--- config.mk ---
export PLATFORM = sky130hd
export DESIGN_NAME = multiplier_control
export DESIGN_NICKNAME = d
export VERILOG_FILES = /design/src/rtl/mult_pkg.sv /design/src/rtl/mult_iter_counter.sv /design/src/rtl/multiplier_control.sv
export SDC_FILE = /design/constraint.sdc
export NUM_CORES = 1
export LEC_CHECK = 0
export BUFFER_PORTS_ARGS = -buffer_cell sky130_fd_sc_hd__buf_2
export CAP_MARGIN = 20
export CORE_AREA = 2 2 39 41
export CTS_BUF_LIST = sky130_fd_sc_hd__clkbuf_4 sky130_fd_sc_hd__clkbuf_8 sky130_fd_sc_hd__clkbuf_16
export DETAILED_ROUTE_END_ITERATION = 12
export DIE_AREA = 0 0 41 43
export GPL_TIMING_DRIVEN = 0
export SETUP_SLACK_MARGIN = 0.2
export SYNTH_ARGS = -nofsm -noshare
export SYNTH_HDL_FRONTEND = slang
export SYNTH_SLANG_ARGS = --single-unit
--- constraint.sdc ---
create_clock -name Clk -period 1.8 [get_ports Clk]
set_input_delay 0.27 -clock Clk [delete_from_list [all_inputs] [get_ports Clk]]
set_output_delay 0.27 -clock Clk [all_outputs]
set_load 0.01 [all_outputs]
--- src/rtl/mult_pkg.sv ---
// Shared types and sizing for the shift-add multiplier control path.
package mult_pkg;

   localparam int MULT_WIDTH = 8;

   typedef enum logic [2:0] {
      IDLE  = 3'd0,
      CLR   = 3'd1,
      ADD   = 3'd2,
      SHIFT = 3'd3,
      DONE  = 3'd4
   } mult_state_t;

   typedef logic [$clog2(MULT_WIDTH):0] mult_count_t;

endpackage

--- src/rtl/mult_iter_counter.sv ---
// Iteration counter for the multiplier FSM: cleared at start, bumped once per shift.
module mult_iter_counter
   import mult_pkg::*;
#(
   parameter int WIDTH = MULT_WIDTH,
   localparam int CW = $clog2(WIDTH) + 1
) (
   input  logic clk,
   input  logic rst_n,
   input  logic clr,
   input  logic inc,
   output logic last
);

   logic [CW-1:0] count_q, count_d;

   always_comb begin
      count_d = count_q;
      if (clr)
         count_d = '0;
      else if (inc)
         count_d = count_q + CW'(1);
   end

   always_ff @(posedge clk or negedge rst_n) begin
      if (!rst_n)
         count_q <= '0;
      else
         count_q <= count_d;
   end

   // last marks the sign-bit iteration; in SHIFT it also means count+1 == WIDTH
   assign last = (count_q == CW'(WIDTH - 1));

endmodule

--- src/rtl/multiplier_control.sv ---
// Sequencing FSM for the 8-bit signed shift-add multiplier register unit.
// Optional MULT_AUTO_CLEAR_EN inserts a CLR state so every Run starts from A/X = 0.
module multiplier_control
   import mult_pkg::*;
#(
   parameter int WIDTH = MULT_WIDTH
) (
   input  logic Clk,
   input  logic Reset_n,
   input  logic Run,
   input  logic ClearA_LoadB,
   input  logic M,
   output logic Clear_En,
   output logic Load,
   output logic Add_En,
   output logic Sub_En,
   output logic Shift_En,
   output logic Busy,
   output logic Done
);

   mult_state_t state_q, state_d;
   logic        cnt_clr;
   logic        cnt_inc;
   logic        cnt_last;

   mult_iter_counter #(.WIDTH(WIDTH)) u_cnt (
      .clk   (Clk),
      .rst_n (Reset_n),
      .clr   (cnt_clr),
      .inc   (cnt_inc),
      .last  (cnt_last)
   );

   assign cnt_inc = (state_q == SHIFT);

   always_comb begin
      state_d = state_q;
      cnt_clr = 1'b0;
      case (state_q)
         IDLE: begin
            // a clear/load request takes the cycle; Run waits for the next one
            if (Run && !ClearA_LoadB) begin
               cnt_clr = 1'b1;
`ifdef MULT_AUTO_CLEAR_EN
               state_d = CLR;
`else
               state_d = ADD;
`endif
            end
         end
         CLR:     state_d = ADD;
         ADD:     state_d = SHIFT;
         SHIFT:   state_d = cnt_last ? DONE : ADD;
         DONE:    if (!Run) state_d = IDLE;
         default: state_d = IDLE;
      endcase
   end

   always_ff @(posedge Clk or negedge Reset_n) begin
      if (!Reset_n)
         state_q <= IDLE;
      else
         state_q <= state_d;
   end

   always_comb begin
      Clear_En = 1'b0;
      Load     = 1'b0;
      Add_En   = 1'b0;
      Sub_En   = 1'b0;
      Shift_En = 1'b0;
      Busy     = 1'b0;
      Done     = 1'b0;
      case (state_q)
         IDLE: begin
            // gated by reset so every output is quiet while Reset_n is low
            Clear_En = ClearA_LoadB & Reset_n;
            Load     = ClearA_LoadB & Reset_n;
         end
         CLR: begin
            Clear_En = 1'b1;
            Busy     = 1'b1;
         end
         ADD: begin
            Add_En = M & ~cnt_last;
            Sub_En = M &  cnt_last;
            Busy   = 1'b1;
         end
         SHIFT: begin
            Shift_En = 1'b1;
            Busy     = 1'b1;
         end
         DONE:    Done = 1'b1;
         default: ;
      endcase
   end

endmodule

# [After elaboration in Yosys (flattened, before gate mapping)]
# Cells that the tools add are included.
# Widths: inputs -> output; s select.
[totals] regBits=7 in_bits=5 wordCells=35 out_inout_bits=7
[op_classes] n_reduce_logical=6 muxes=15 n_eq_ne=7 n_bitwise=4 add_sub_neg=1
[ops] cell="$pmux 3 s5" count=1
[ops] cell="$mux 3" count=3
[ops] cell="$mux 1" count=8
[ops] cell="$mux 4" count=2
[ops] cell="$eq 3x2->1 const B" count=2
[ops] cell="$add 4x1->4 const B" count=1
[ops] cell="$eq 4x3->1 const B" count=1
[ops] cell="$ne 2x2->1 const B" count=2
[ops] cell="$and 1x1->1" count=3
[ops] cell="$eq 3x1->1 const B" count=1
[ops] cell="$eq 3x3->1 const B" count=1
[ops] cell="$logic_not 3->1" count=1
[ops] cell="$reduce_or 3->1" count=1
[ops] cell="$pmux 1 s2" count=1
[ops] cell="$reduce_and 2->1" count=1
[ops] cell="$reduce_bool 2->1" count=1
[ops] cell="$logic_and 1x1->1" count=1
[ops] cell="$logic_not 1->1" count=1
[ops] cell="$not 1->1" count=1

# [Longest topological paths before layout]
# Gate-level depths: netlist of the first run.
[logic_depth] word_depth=5 depth_mapped=4 mapped_depth_nobuf=4

# [By module]
# From an unflattened synthesis of the first run, not the netlist that was laid out.
[hier_totals] cells_unflattened=43 hier_area_um2=439.2
[by_module_without_submodules] mod="multiplier_control" seq_area_each_um2=75.1 n_inst=1 cells_per_inst=25 area_per_inst_um2=239.0
[by_module_without_submodules] mod="mult_iter_counter" seq_area_each_um2=100.1 n_inst=1 cells_per_inst=18 area_per_inst_um2=200.2

# [Worst setup path before layout of the first run]
# No wires, ideal clock.
[synth_timing] kind="reg-to-reg" from="register u_cnt.count_q[0]" to="register state_q[1]" t_required_ns=1.706 path_stages_with_launch=5 path_slack_ns=0.542 synth_period_minus_slack_ns=1.258 path_buffers=0 arrival_time_ns=1.164 path_cell_list="dfrtp_1 -> ha_1 -> and3b_1 -> and3_2 -> a211oi_1"
[synth_via] elab_chain_cells=3
[synth_rtl] item="start, declared" line="mult_iter_counter.sv:15" text="logic [CW-1:0] count_q, count_d;"
[synth_rtl] item="start signal, assigned" line="mult_iter_counter.sv:29" text="count_q <= count_d;"
[synth_rtl] item="$eq 4x3->1" line="mult_iter_counter.sv:33" text="assign last = (count_q == CW'(WIDTH - 1));"
[synth_rtl] item="$mux 3" line="multiplier_control.sv:54" text="SHIFT: state_d = cnt_last ? DONE : ADD;"
[synth_rtl] item="$pmux 3 s5" line="multiplier_control.sv:40" text="case (state_q)"
[synth_rtl] item="end signal, assigned" line="multiplier_control.sv:64" text="state_q <= state_d;"
[synth_rtl] item="end, declared" line="multiplier_control.sv:22" text="mult_state_t state_q, state_d;"
# Every way passes these cells.
# A chain may end at the register's enable or synchronous reset.

# [Worst setup path after layout of the first run]
[layout_timing] from="register u_cnt.count_q[1]" to="output port Sub_En"
[layout_via] elab_chain_cells=3
[layout_rtl] item="$eq 4x3->1" line="mult_iter_counter.sv:33"
[layout_rtl] item="$and 1x1->1" line="multiplier_control.sv:87" text="Sub_En = M & cnt_last;"
[layout_rtl] item="$mux 1" line="multiplier_control.sv:75" text="case (state_q)"
[layout_rtl] item="end, declared" line="multiplier_control.sv:16" text="output logic Sub_En,"
# Every way passes these cells.

==> results of run 1 <==
[synthesized netlist by cell type]
master    count  share of area [%]
a22o_1        1                2.3
xnor2_1       1                2.3
inv_1         2                2.0
dfrtp_1       7                 46
nand2_1       4                4.0
nor4_1        2                3.3
a21oi_1       4                5.3
o21ai_0       2                2.6
and3b_1       1                2.3
nand3_1       1                1.3
and2_1        1                1.7
nand2b_1      1                1.7
ha_1          1                3.3
nor3_1        1                1.3
and3_2        1                2.0
nor3b_1       1                2.0
or3_1         2                3.3
nand3b_4      1                5.3
a211oi_1      1                2.0
nor2_1        4                4.0
and3_1        1                1.7
[worst max path at each step]
stage          cells after the start          to             start  slack (ns)
6_report                           4      Sub_En  u_cnt.count_q[1]        0.21
5_1_grt                            4      Sub_En  u_cnt.count_q[1]        0.17
4_1_cts                            4      Sub_En  u_cnt.count_q[0]        0.16
3_5_place_dp                       4      Sub_En  u_cnt.count_q[0]        0.40
3_3_place_gp                       3      Sub_En        state_q[1]        0.41
2_1_floorplan                      4  state_q[1]  u_cnt.count_q[0]        0.54
[per-stage QoR]
| stage | worst slack (ns) | std cells | area [sq um] |
|---|---|---|---|
| final | 0.2113 | 79 | 578.1 |
| after global routing | 0.1668 | 79 | 578.1 |
| after CTS | 0.1637 | 73 | 505.5 |
| after detailed placement | 0.4039 | 67 | 452.9 |
| after global placement | 0.4060 | 67 | 452.9 |
| after floorplan | 0.5422 | 40 | 377.9 |
[layout make-up]
cell class                 instances  area (sq um)  share of cell area, %
multi-input combinational         31         217.7                  37.66
sequential                         7         178.9                  30.95
timing repair buffer              19         123.9                  21.43
clock buffer                       4         30.03                  5.195
tap                               16         20.02                  3.463
inverter                           2         7.507                  1.299
[routing by layer]
metal	global-route usage, %	up-vias
li1	-	189
met1	12.70	182
met2	17.50	6
met3	6.283	4
met4	10.00	0
met5	0	-
[repair_timing]
item                       CTS  global route
pin swaps                    0             4
gates resized for setup      1             9
hold buffers                 1             0
hold endpoints to repair     7             0
setup buffers                1             6
setup endpoints to repair    2             3
[flip-flops by register name, indices dropped and copies added, names as in the netlist]
| register | flops |
|---|---|
| state_q | 3 |
| u_cnt.count_q | 4 |
[power breakdown]
part	switching [mW]	internal, mW	leakage [nW]
logic	0.238	0.271	0.174
registers	0.0704	0.236	0.0800
clock network	0.0632	0.100	0.0184
[logic make-up after synthesis]
kind of cell | count (synthesis)
compound gates | 8
xor+xnor | 1
flops | 7
simple gates | 21
buf+inv | 2
fa+ha+maj | 1
[layout by cell type, fill, tap and decap left out]
| cell | synthesis | layout |
|---|---|---|
| buf_2 | 0 | 10 |
| buf_4 | 0 | 7 |
| nand2_1 | 4 | 4 |
| a21oi_1 | 4 | 4 |
| clkbuf_4 | 0 | 4 |
| dfrtp_1 | 7 | 4 |
| nor2_1 | 4 | 3 |
| dfrtp_2 | 0 | 3 |
| inv_1 | 2 | 2 |
| nor4_1 | 2 | 2 |
| o21ai_0 | 2 | 2 |
| or3_1 | 2 | 2 |
| nand3b_4 | 1 | 1 |
| nor3_1 | 1 | 1 |
| and2_1 | 1 | 1 |
| and3b_2 | 0 | 1 |
| nor3b_4 | 0 | 1 |
| and3_4 | 0 | 1 |
| nor2_2 | 0 | 1 |
| nand2b_1 | 1 | 1 |
| a22o_1 | 1 | 1 |
| nand3_1 | 1 | 1 |
| xnor2_1 | 1 | 1 |
| and3_2 | 1 | 1 |
| a211oi_1 | 1 | 1 |
| ha_2 | 0 | 1 |
| dlygate4sd3_1 | 0 | 1 |
| buf_6 | 0 | 1 |
[critical path, stage by stage (launching register included)]
cell,delay [ns]
dfrtp_1,0.38
ha_2,0.19
and3b_2,0.23
and3_4,0.16
buf_6,0.11
==> flow_summary.yaml, run 1 <==
detailed_routing:
  met3_length_um: 39
  drtAntennaViolNets: 0
  routedWlPerCell_um: 11.95
  route.detailed.drc: 0
  drtIter0Drc: 1
  num_vias: 381
  dr_wl_met2_um: 509
  wirelength_um: 944
  viasPerCell: 4.823
  wl_met1_um: 367
  firstDrtPassIters: 3
  dr.max_layer_used: "met4"
global_routing:
  antenna_found_initial: 0
  grt-ovfl-total: 0
  grt_max_degree: 9
  grt_usage_pct: 12.30
  grt_pass1_vias: 325
  grt_pass1_wl_mm: 1.352
hold_path:
  hold_end: "state_q[2]"
  hold_class: "primary input to flip-flop"
  whs_path_depth: 2
  worstHoldStart: "Run"
clocking:
  cts.sinks: 7
  numCtsBuffers: 3
  clkTransAtPathRegs_ns: 0.05
  cts_root_buf: "clkbuf_4"
  clock_path_buffers: 2
  clock_latency_ns: 0.26
  htree_levels: 1
  cts_tree: "built"
setup_path:
  path_class: "flip-flop to primary output"
  ff2ff_path_depth: 3
  cp.arrival_ns: 1.32
  r2r-end: "u_cnt.count_q[0]"
  r2r_start: "state_q[0]"
  rrSetupSlack_ns: 0.37
  cp_max_fo: 4
  startpoint_type: "flip-flop"
  required_ns: 1.53
  worst_setup_path_end_kind: "primary output"
final_layout:
  diodes: 0
  layout-drive-gt1-share_pct: 50.79
  final_nets: 70
  post-route-util_pct: 41.77
  fillers: 135
  area_growth_syn_to_layout_pct: 52.98
yosys:
  synth-seq-area-share_pct: 46.36
  ys_types: 21
  syn_inst: 40
  synth_top_family_by_area: "simple AND/OR/NAND/NOR gates"
  synth_mux_area_share_pct: 0
  yosys.area_share.xor_xnor_pct: 2.318
  yosysWarnings: 0
  synthSimpleGateAreaFrac_pct: 33.77
  ys_seq_elements: 7
  synth_compound_area_share_pct: 12.25
  avgSynthCellArea_sq_um: 9.447
  syn_nets: 46
  synthAdderAreaFrac_pct: 3.311
  synth_area_sq_um: 377.9
sta:
  min_period_ns: 1.589
  finClkSkew_ns: 0.003588
  worst_hold_slack_ns: 0.2652
  finalMaxSlewViolations: 0
  slew_headroom_pct: 52.73
  tightest_slew_ns: 0.7026
  rsz0062_at_grt: "yes"
  fin_tns_setup_ns: 0
  hold_violations: 0
  timing.fmax_mhz: 629.5
  timing.final.crit_share_pct: 88.26
  finalSetupViolCount: 0
pwr:
  pwr_density_cell_nw_per_um2: 1692
  p_total_mw: 0.9782
  p_leak_nw: 0.2728
  vdd_ir_drop_max_mv: 0.5677
floorplanning:
  die_h_um: 43
  die_w_um: 41
  coreArea_sq_um: 1384
  rows: 14
  start_util_pct: 27.31
  design.die.area_sq_um: 1763
  ios: 12
run_status:
  outcome: "finished, final reports clean"
run:
  cap_violations: 0
place:
  io_buffer_count: 11
  hpwl_um: 619.9
  place.gp.congestion: 0.7375
No activity file was read; power rests on OpenSTA's default activity.
==> run 2, diff against run 1 <==
--- a/config.mk
+++ b/config.mk
@@ -5,6 +5,7 @@
 export SDC_FILE = /design/constraint.sdc
 export NUM_CORES = 1
 export LEC_CHECK = 0
+export ABC_AREA = 1
 export BUFFER_PORTS_ARGS = -buffer_cell sky130_fd_sc_hd__buf_2
 export CAP_MARGIN = 20
 export CORE_AREA = 2 2 39 41
==> run 2 against run 1 <==
Clock-buffer cell count did not move. Highest routed layer unchanged. Worst hold slack improved by 0.053 ns. Global-route usage fell by 0.47 points. Combinational power fell by 21%. First-iteration DRC count rose to 3.0 times the previous value. Total power fell by 14%. Critical path type unchanged. Sequential share of layout area rose by 0.45 points. Flip-flop and latch count did not move.
==> flow_summary.yaml, run 2 <==
place:
  hpwl_um: 622.8
  io_buffer_count: 11
  place_inst: 82
  place.gp.congestion: 0.6981
floorplanning:
  coreArea_sq_um: 1384
  die_w_um: 41
  rows: 14
  ios: 12
  design.die.area_sq_um: 1763
  start_util_pct: 29.29
  die_h_um: 43
yosys:
  ys_top_cells_by_area: "dfrtp_1 43%, nand2_1 11%, nand3_1 9.9%"
  synth-seq-area-share_pct: 43.21
  synth_edf_count: 0
  yosysMostFrequentCell: "nand2_1"
  synth.top_cells.by_count: "12 x nand2_1, 10 x nor2_1, 8 x nand3_1"
  synth-async-reset-ratio_pct: 100.0
  yosys.area.top_type: "dfrtp_1"
  ys_seq_elements: 7
  ys.flop_type: "dfrtp_1"
  syn_nets: 61
  synth_area_sq_um: 405.4
  yosysWarnings: 0
  synth_top_area_share_pct: 43.21
  syn_inst: 55
  avgSynthCellArea_sq_um: 7.371
  ys_types: 16
setup_path:
  cp_max_fo: 4
  path_class: "flip-flop to primary output"
  crit_end: "Add_En"
  rrSetupSlack_ns: 0.61
  startpoint_type: "flip-flop"
  ff2ff_path_depth: 5
  worst_setup_path_end_kind: "primary output"
  startpoint: "u_cnt.count_q[1]"
  cp.arrival_ns: 1.26
  required_ns: 1.53
  r2r_start: "u_cnt.count_q[1]"
  r2r-end: "state_q[2]"
global_routing:
  antenna_found_initial: 0
  grt-ovfl-total: 0
  grt_usage_pct: 11.83
  grt_max_degree: 8
  grt_pass1_wl_mm: 1.373
  grt_pass1_vias: 336
clocking:
  cts.sinks: 7
  cts_tree: "built"
  clock_path_buffers: 2
  numCtsBuffers: 3
  clock_latency_ns: 0.25
  cts_root_buf: "clkbuf_4"
  htree_levels: 1
  clkTransAtPathRegs_ns: 0.05
detailed_routing:
  drtAntennaViolNets: 0
  routedWlPerCell_um: 9.424
  num_vias: 419
  viasPerCell: 4.554
  firstDrtPassIters: 4
  route.detailed.drc: 0
  wirelength_um: 867
  drtIter0Drc: 3
final_layout:
  diodes: 0
  largest_reg_flops: 4
  post-route-util_pct: 40.60
  area_growth_syn_to_layout_pct: 38.58
  top_regs: "u_cnt.count_q (4), state_q (3)"
  layout-drive-gt1-share_pct: 35.53
  final_nets: 83
  layout_commonest_cell: "nand2_1"
  fin_cells: 92
  largest-register: "u_cnt.count_q"
  final_cell_mix: "12 x nand2_1, 11 x buf_2, 10 x nor2_1"
sta:
  timing.final.crit_share_pct: 85.13
  rsz0062_at_grt: "no"
  timing.fmax_mhz: 652.6
  fin_tns_setup_ns: 0
  hold_violations: 0
  min_period_ns: 1.532
  finalSetupViolCount: 0
  finalMaxSlewViolations: 0
  worst_hold_slack_ns: 0.3183
  finClkSkew_ns: 0.004588
  slew_headroom_pct: 77.22
  tightest_slew_ns: 0.3406
hold_path:
  hold_class: "primary input to flip-flop"
pwr:
  p_total_mw: 0.8458
  vdd_ir_drop_max_mv: 0.6642
  pwr_density_cell_nw_per_um2: 1505
  p_leak_nw: 0.3074
run_status:
  outcome: "finished, final reports clean"
run:
  cap_violations: 0
## run 2: cell families (layout without fill, tap and decap cells)
family	after synthesis	in the layout	synth area share, %
compound gates	4	4	4.936
xor+xnor	1	1	2.161
fa+ha+maj	1	1	3.086
buf+inv	7	28	6.483
flops	7	7	43.21
simple gates	35	35	40.12
## run 2: per-layer routing
metal  vias to the layer above  share of wire (%)  GRT usage [%]
met3                         2                5.4          4.712
met1                       192                 44          14.47
li1                        216                  -              -
met5                         -                  0              0
met4                         0                1.3          6.000
met2                         9                 49          17.19
## run 2: layout make-up
type	instances	area [sq um]
Clock buffer	4	30.03
Multi-Input combinational cell	41	206.4
Tap cell	16	20.02
Sequential cell	7	176.4
Timing Repair Buffer	17	102.6
Fill cell	141	822.0
Inverter	7	26.28
## run 2: stage by stage
step | cell area [sq um] | setup WS, ns
after floorplan | 405.4 | 0.5949
after global placement | 480.5 | 0.4881
after detailed placement | 480.5 | 0.4714
after CTS | 535.5 | 0.2119
after global routing | 561.8 | 0.2018
final | 561.8 | 0.2676
## run 2: worst min-delay path by stage
stage	startpoint	slack (ns)	depth (start not counted)	to
after floorplan	Reset_n	-0.03	0	state_q[0]
after global placement	Reset_n	0.12	1	u_cnt.count_q[3]
after detailed placement	Reset_n	0.12	1	u_cnt.count_q[3]
after CTS	Run	0.32	3	state_q[2]
after global routing	Run	0.32	3	state_q[2]
final	Run	0.32	3	state_q[2]
## run 2: what timing repair did
item / 4_1_cts / 5_1_grt
endpoints found under the setup margin: 1 / 2
pin swaps: 0 / 0
hold buffers: 1 / 0
hold endpoints to repair: 7 / 0
setup buffers: 2 / 3
gates resized for setup: 0 / 2
## run 2: report_power, final
part	internal, mW	total (mW)	switching, mW
sequential	0.227	0.287	0.0597
combinational	0.173	0.400	0.227
clock	0.0997	0.159	0.0592
total	0.500	0.846	0.346
## run 2: worst max-delay path, stage by stage, from the launching register on
cell      delay (ns)
dfrtp_1         0.39
ha_2            0.19
nand3b_1        0.15
nand2_1         0.07
nor2_1          0.08
buf_2           0.13
==> run 3, diff against run 2 <==
--- a/config.mk
+++ b/config.mk
@@ -13,6 +13,7 @@
 export DETAILED_ROUTE_END_ITERATION = 12
 export DIE_AREA = 0 0 41 43
 export GPL_TIMING_DRIVEN = 0
+export RECOVER_POWER = 50
 export SETUP_SLACK_MARGIN = 0.2
 export SYNTH_ARGS = -nofsm -noshare
 export SYNTH_HDL_FRONTEND = slang
==> run 3 against run 2 <==
Flip-flop and latch count did not move. Utilization fell by 0.45 points. First-iteration DRC count rose by 100%. Global-route usage did not move. Largest cell class unchanged. Largest power group unchanged.
==> flow_summary.yaml, run 3 (synthesis gave the netlist of run 2 again) <==
run_status:
  outcome: "finished, final reports clean"
final_layout:
  largest_reg_flops: 4
  layout_commonest_cell: "nand2_1"
  multi_input_area_sq_um: 201.4
  seq_area_sq_um: 176.4
  area_growth_syn_to_layout_pct: 37.04
  final_cell_mix: "12 x nand2_1, 10 x nor2_1, 10 x buf_2"
  diodes: 0
  fillers: 142
  top_regs: "u_cnt.count_q (4), state_q (3)"
  final_nets: 83
  layout-drive-gt1-share_pct: 32.89
  largest-register: "u_cnt.count_q"
detailed_routing:
  num_vias: 427
  firstDrtPassIters: 5
  viasPerCell: 4.641
  wirelength_um: 864
  routedWlPerCell_um: 9.391
  drtAntennaViolNets: 0
  route.detailed.drc: 0
  drtIter0Drc: 6
sta:
  finalSetupViolCount: 0
  min_period_ns: 1.538
  finalMaxSlewViolations: 0
  finClkSkew_ns: 0.003102
  fin_tns_setup_ns: 0
  slew_headroom_pct: 77.45
  rsz0062_at_grt: "no"
  timing.final.crit_share_pct: 85.43
  hold_violations: 0
  tightest_slew_ns: 0.3371
  timing.fmax_mhz: 650.3
pwr:
  p_leak_nw: 0.3045
  pwr_density_cell_nw_per_um2: 1524
  p_total_mw: 0.8464
  vdd_ir_drop_max_mv: 0.6628
clocking:
  cts_tree: "built"
  clock_latency_ns: 0.26
  numCtsBuffers: 3
  cts_root_buf: "clkbuf_4"
  clkTransAtPathRegs_ns: 0.05
  htree_levels: 1
  cts.sinks: 7
  clock_path_buffers: 2
floorplanning:
  rows: 14
  ios: 12
  die_w_um: 41
  design.die.area_sq_um: 1763
  coreArea_sq_um: 1384
  die_h_um: 43
  start_util_pct: 29.29
setup_path:
  startpoint: "u_cnt.count_q[1]"
  worst_setup_path_end_kind: "primary output"
  path_class: "flip-flop to primary output"
  rrSetupSlack_ns: 0.61
  startpoint_type: "flip-flop"
  cp_cell_sequence: "ha_2, nand3b_1, nand2_1, nor2_1, buf_2"
  crit_buf_inv: 1
  required_ns: 1.53
  cp_max_fo: 4
  cpMaxStageDelayCell: "dfrtp_1"
  cp_slowest_stage_delay_ns: 0.39
  r2r_start: "u_cnt.count_q[1]"
  cp.arrival_ns: 1.27
  cp_top_family: "flip-flops"
global_routing:
  antenna_found_initial: 0
  grt_pass1_vias: 336
  grt-ovfl-total: 0
  grt_usage_pct: 11.83
  grt_pass1_wl_mm: 1.373
  grt_max_degree: 8
hold_path:
  hold_class: "primary input to flip-flop"
  worstHoldStart: "Run"
run:
  cap_violations: 0
place:
  place.gp.congestion: 0.6981
  io_buffer_count: 11
  hpwl_um: 622.8
## run 3: changes by cell type in the layout (fill, tap and decap cells not counted), sizes merged
cell / delta
buf: -1
clkbuf: +1
## run 3: path summary, 6_finish.rpt
path	cells past startpoint	endpoint
setup / recovery	5	Add_En
hold / removal	3	state_q[2]
setup reg to reg	5	state_q[2]
hold reg to reg	2	u_cnt.count_q[3]
max in group asynchronous	2	state_q[2]
min in group asynchronous	2	u_cnt.count_q[3]
## run 3: layout make-up
| class | instances | share of cell area (%) |
|---|---|---|
| clock buffer | 4 | 5.405 |
| inverter | 7 | 4.730 |
| multi-input combinational | 41 | 36.26 |
| sequential | 7 | 31.76 |
| tap | 16 | 3.604 |
| timing repair buffer | 17 | 18.24 |
## run 3: repair_timing
action	in CTS	in global routing
buffers inserted	2	3
gates cloned	0	0
endpoints found under the setup margin	1	2
gates resized for setup	0	2
endpoints found under the hold margin	7	0
hold buffers	1	0
pin swaps	0	0
## run 3: worst register-to-register path: stages, from the launching register on
cell and delay [ns]:
dfrtp_1 0.37, ha_2 0.19, nand3b_1 0.15, buf_4 0.18
buf_4 0.12, o21ai_1 0.11
## run 3: metal layers
metal  vias up  global-route usage, %  routed length (um)
met4         0                  6.000                  15
met2        14                  17.19                 398
met5         -                      0                   0
li1        217                      -                   -
met3         2                  4.712                  62
met1       194                  14.47                 388
## run 3: metrics by stage
step	setup slack [ns]	utilization (%)	hold slack (ns)	area [sq um]	std cells
3_5_place_dp	0.4714	34.72	0.1218	480.5	82
4_1_cts	0.2119	38.70	0.3184	535.5	89
2_1_floorplan	0.5949	-	-0.02559	405.4	55
3_3_place_gp	0.4881	34.72	0.1203	480.5	82
6_report	0.2623	40.14	0.3113	555.5	92
5_1_grt	0.2018	40.14	0.3214	555.5	92
## run 3: power by group
part / switching, mW / internal (mW) / total (mW)
logic: 0.226 / 0.172 / 0.399
clock network: 0.0610 / 0.0998 / 0.161
registers: 0.0599 / 0.227 / 0.287
total: 0.347 / 0.499 / 0.846
